### src/rtl/alu_seq_pkg.sv
// Shared definitions for the byte-serial ALU sequencer: FSM encoding and ALU oper codes.
// SUB is a + ~b + carry per byte; logic ops and NOTA pass the carry; SHL shifts the carry in.
package alu_seq_pkg;
  localparam int OPER_W = 3;

  typedef enum logic {
    IDLE = 1'b0,
    RUN  = 1'b1
  } state_t;

  localparam logic [OPER_W-1:0] OP_ADD  = 3'd0;
  localparam logic [OPER_W-1:0] OP_SUB  = 3'd1;
  localparam logic [OPER_W-1:0] OP_AND  = 3'd2;
  localparam logic [OPER_W-1:0] OP_OR   = 3'd3;
  localparam logic [OPER_W-1:0] OP_XOR  = 3'd4;
  localparam logic [OPER_W-1:0] OP_INC  = 3'd5;
  localparam logic [OPER_W-1:0] OP_NOTA = 3'd6;
  localparam logic [OPER_W-1:0] OP_SHL  = 3'd7;
endpackage

### src/rtl/alu_byte_seq_alu.sv
// 8-bit combinational ALU slice with carry in/out, chainable across bytes.
// Zero latency; no flow control.
module alu_byte_seq_alu
  import alu_seq_pkg::*;
(
  input  logic [7:0]        i_a,
  input  logic [7:0]        i_b,
  input  logic [OPER_W-1:0] i_oper,
  input  logic              i_c_in,
  output logic [7:0]        o_sum,
  output logic              o_c_out
);
  logic [8:0] w_ext;

  always_comb begin
    w_ext = '0;
    case (i_oper)
      OP_ADD:  w_ext = {1'b0, i_a} + {1'b0, i_b} + {8'h00, i_c_in};
      OP_SUB:  w_ext = {1'b0, i_a} + {1'b0, ~i_b} + {8'h00, i_c_in};
      OP_AND:  w_ext = {i_c_in, i_a & i_b};
      OP_OR:   w_ext = {i_c_in, i_a | i_b};
      OP_XOR:  w_ext = {i_c_in, i_a ^ i_b};
      OP_INC:  w_ext = {1'b0, i_a} + {8'h00, i_c_in};
      OP_NOTA: w_ext = {i_c_in, ~i_a};
      OP_SHL:  w_ext = {i_a, i_c_in};
      default: w_ext = '0;
    endcase
  end

  assign o_sum   = w_ext[7:0];
  assign o_c_out = w_ext[8];
endmodule

### src/rtl/alu_byte_seq.sv
// Multi-byte ALU operation executed one byte per cycle through a single 8-bit ALU slice.
// done rises NBYTES edges after the start-accepting edge; start is ignored while busy.
module alu_byte_seq
  import alu_seq_pkg::*;
#(
  parameter int NBYTES = 4
) (
  input  logic                  clk,
  input  logic                  rst_n,
  input  logic                  start,
  input  logic [OPER_W-1:0]     op,
  input  logic                  cin,
  input  logic [8*NBYTES-1:0]   a,
  input  logic [8*NBYTES-1:0]   b,
  output logic                  busy,
  output logic                  done,
  output logic [8*NBYTES-1:0]   result,
  output logic                  cout
);
  localparam int W     = 8 * NBYTES;
  localparam int IDX_W = (NBYTES > 1) ? $clog2(NBYTES) : 1;
  localparam logic [IDX_W-1:0] IDX_LAST = IDX_W'(NBYTES - 1);

  state_t            r_state;
  logic [IDX_W-1:0]  r_idx;
  logic [W-1:0]      r_a;
  logic [W-1:0]      r_b;
  logic [OPER_W-1:0] r_op;
  logic              r_carry;
  logic              r_busy;
  logic              r_done;
  logic [W-1:0]      r_result;
  logic              r_cout;

  logic [7:0]        w_a_byte;
  logic [7:0]        w_b_byte;
  logic [7:0]        w_sum;
  logic              w_c_out;

  assign w_a_byte = r_a[8*r_idx +: 8];
  assign w_b_byte = r_b[8*r_idx +: 8];

  alu_byte_seq_alu u_alu (
    .i_a     (w_a_byte),
    .i_b     (w_b_byte),
    .i_oper  (r_op),
    .i_c_in  (r_carry),
    .o_sum   (w_sum),
    .o_c_out (w_c_out)
  );

  always_ff @(posedge clk or negedge rst_n) begin
    if (!rst_n) begin
      r_state  <= IDLE;
      r_idx    <= '0;
      r_a      <= '0;
      r_b      <= '0;
      r_op     <= '0;
      r_carry  <= 1'b0;
      r_busy   <= 1'b0;
      r_done   <= 1'b0;
      r_result <= '0;
      r_cout   <= 1'b0;
    end else begin
      r_done <= 1'b0;
      case (r_state)
        IDLE: begin
          if (start) begin
            r_a      <= a;
            r_b      <= b;
            r_op     <= op;
            r_carry  <= cin;
            r_result <= '0;
            r_idx    <= '0;
            r_busy   <= 1'b1;
            r_state  <= RUN;
          end
        end
        RUN: begin
          r_result[8*r_idx +: 8] <= w_sum;
          r_carry                <= w_c_out;
          r_idx                  <= r_idx + IDX_W'(1);
          // Final byte: publish carry and free the block in the same edge.
          if (r_idx == IDX_LAST) begin
            r_cout  <= w_c_out;
            r_idx   <= '0;
            r_busy  <= 1'b0;
            r_done  <= 1'b1;
            r_state <= IDLE;
          end
        end
        default: r_state <= IDLE;
      endcase
    end
  end

  assign busy   = r_busy;
  assign done   = r_done;
  assign result = r_result;
  assign cout   = r_cout;
endmodule
### config.mk
export PLATFORM = sky130hd
export DESIGN_NAME = alu_byte_seq
export DESIGN_NICKNAME = d
export VERILOG_FILES = /design/src/rtl/alu_seq_pkg.sv /design/src/rtl/alu_byte_seq_alu.sv /design/src/rtl/alu_byte_seq.sv
export SDC_FILE = /design/constraint.sdc
export NUM_CORES = 1
export LEC_CHECK = 0
export ABC_AREA = 0
export BUFFER_PORTS_ARGS = -buffer_cell sky130_fd_sc_hd__buf_2
export CORE_UTILIZATION = 57
export CTS_BUF_LIST = sky130_fd_sc_hd__clkbuf_4 sky130_fd_sc_hd__clkbuf_8 sky130_fd_sc_hd__clkbuf_16
export DETAILED_ROUTE_END_ITERATION = 10
export PLACE_DENSITY = 0.91
export SLEW_MARGIN = 30
export SYNTH_ARGS = -nofsm -noshare
export SYNTH_HDL_FRONTEND = slang
export SYNTH_SLANG_ARGS = --single-unit
### constraint.sdc
create_clock -name clk -period 10.2 [get_ports clk]
set_input_delay 0.51 -clock clk [delete_from_list [all_inputs] [get_ports clk]]
set_output_delay 0.51 -clock clk [all_outputs]
set_load 0.05 [all_outputs]
==> impl_metrics.yaml <==
synthesis:
  synth_edf_count: 0
  synthCells: 532
  async_flop_share_pct: 100
  ys_top_cells_by_count: "dfrtp_1, mux2_2, nor2_1, nand2_1, inv_1"
  synthesis.area_sq_um: 5940
  synth_top_area_share_pct: 44.7
  synth.avg_cell_area_sq_um: 11.2
  netlist_top_cells_area: "dfrtp_1, mux2_2, mux4_2"
  ys_seq_elements: 106
  yosys_warnings: 0
  ys.flop_type: "dfrtp_1"
  synthesis.nets: 636
  synth_top_area_cell: "dfrtp_1"
  seq_area_frac_synth_pct: 44.7
  ys_types: 58
  synth.most_common_cell: "dfrtp_1"
sta:
  worstMarginPinSlew_ns: 1.02
  fin_ws_ns: 6.52
  timing.fmax_ghz: 0.272
  fin_tns_setup_ns: 0
  slew_violations: 0
  fin_hold_ws_ns: 0.132
  period_needed_ns: 3.68
  maxSlewHeadroom_pct: 31.7
  rsz0062_at_grt: "false"
  final-hold-violation-count: 0
  finalClockSkew_ns: 0.0172
  fin_crit_sh_pct: 36.1
  setup_viol: 0
global_route:
  grt_antenna_before_repair: 0
  grt_max_degree: 75
  track_usage_pct: 28.8
  grt_pass1_wl_mm: 24.4
  first_global_vias: 4803
  overflow: 0
cells_and_area:
  register_area_sq_um: 2650
  nFillCells: 732
  antennaDiodeCount: 0
  stdcell_area_sq_um: 6760
  multi_input_area_sq_um: 3060
  drive_gt1_share_pct: 34.9
  nNetsFinal: 729
  synthToLayoutAreaGrowth_pct: 13.8
floorplanning:
  die_area_sq_um: 10800
  core-area_sq_um: 9950
  die_h_um: 104
  core.rowCount: 36
  start_util_pct: 59.7
  ios: 106
  die_w_um: 104
routing:
  routed_via_density: 6.14
  ant_nets: 0
  dr.max_layer_used: "met4"
  vias: 4684
  drt_iter0_drc: 353
  avgRoutedWirePerCell_um: 19.5
  firstDrtPassIters: 7
  wl_met3_um: 945
  route.detailed.drc: 0
  routed_wl_mm: 14.9
  wl_met1_mm: 6.09
  met2_wirelength_mm: 7.47
placed_design:
  gp_congestion: 0.930
  placed_area_sq_um: 6560
  dp_slack_ns: 6.64
  port_buffers: 105
  dp_hpwl_mm: 10.9
setup_path:
  end_kind: "flip-flop"
  r2r_end: "result[30]"
  rrSetupSlack_ns: 6.52
  reg2reg_from: "r_idx[1]"
  critPathRequiredTime_ns: 10.47
  worstPathArrival_ns: 3.95
  crit_path_max_fanout: 20
  r2r_cells: 11
  critPathLaunchType: "flip-flop"
  critical_path_class: "flip-flop to flip-flop"
clock_network:
  htree_levels: 3
  cts_resized: 0
  clockRootBuffer: "clkbuf_8"
  ctsLongestPathBuffers: 2
  clock_sinks: 106
  post_cts_buffers: 0
  hold_buffers: 0
  tritoncts: "built"
  cts_buffers: 9
  worstSkewPairLatency_ns: 0.38
  clkTransAtPathRegs_ns: 0.12
job:
  maxCapViolations: 0
min_path:
  hp-class: "input port to asynchronous set/reset pin"
status:
  status: "finished clean"
==> flip-flops by register name, indices dropped and copies added (netlist names) <==
register,cells
r_idx,2
busy,1
r_b,32
r_state,1
done,1
r_a,32
r_op,3
cout,1
result,32
r_carry,1
==> per-layer routing <==
layer,up-vias,track usage (%)
met1,2331,37.2
met5,-,0
li1,2090,-
met4,0,11.4
met2,222,47.7
met3,41,6.08
==> cells in the final DEF, fill, tap and decap left out, types with 5 or more instances in the layout <==
| cell type | count |
|---|---|
| xnor2_1 | 10 |
| a211oi_1 | 6 |
| nor2b_1 | 9 |
| o2bb2ai_1 | 5 |
| dfrtp_1 | 106 |
| mux2_2 | 65 |
| mux4_2 | 17 |
| o21ai_0 | 20 |
| a22o_1 | 5 |
| a21oi_1 | 21 |
| ha_1 | 29 |
| o21ai_1 | 14 |
| nand2_1 | 40 |
| inv_1 | 30 |
| buf_2 | 104 |
| nor2_1 | 41 |
| clkbuf_8 | 9 |
| o31ai_1 | 16 |
==> how the worst max path moves through the flow <==
stage / start / to / slack, ns / cells past startpoint
after floorplan: r_idx[0] / result[6] / 6.94 / 13
after global placement: r_idx[1] / result[6] / 6.82 / 11
after detailed placement: r_idx[1] / result[30] / 6.64 / 11
after CTS: r_idx[1] / result[30] / 6.59 / 11
after global routing: r_idx[1] / result[30] / 6.34 / 11
final: r_idx[1] / result[30] / 6.52 / 11
==> cells by family (layout without fill, tap and decap cells) <==
family | count (synthesis) | after routing | synth area share [%]
flops | 106 | 106 | 44.7
fa+ha+maj | 33 | 33 | 7.46
xor+xnor | 11 | 11 | 1.62
buf+inv | 59 | 157 | 3.92
mux | 85 | 85 | 19.3
simple gates | 116 | 116 | 9.18
compound gates | 122 | 122 | 13.9
==> through the flow <==
step / utilization, % / cells
after global placement: 65.8 / 747
after detailed placement: 65.8 / 747
after floorplan: - / 532
after CTS: 67.9 / 763
after global routing: 67.9 / 763
final: 67.9 / 763
==> final cells by class <==
class	instances	area share, %
Clock buffer	9	1.83
Clock inverter	7	1.18
Inverter	33	1.83
Multi-Input combinational cell	367	45.3
Sequential cell	106	39.2
Tap cell	133	2.46
Timing Repair Buffer	108	8.15
==> critical path: stages, from the launching register on <==
cell and delay (ns):
dfrtp_1 1.04, mux4_2 0.44, inv_1 0.18, fa_1 0.22, inv_1 0.06, fa_1 0.39, o21bai_1 0.15, a21oi_1 0.14
o31a_1 0.29, xnor2_1 0.13, o211a_1 0.25, o31ai_1 0.28
Power is not shown: default switching activity piles up to over one toggle a cycle in this logic, so the estimate is an artifact.
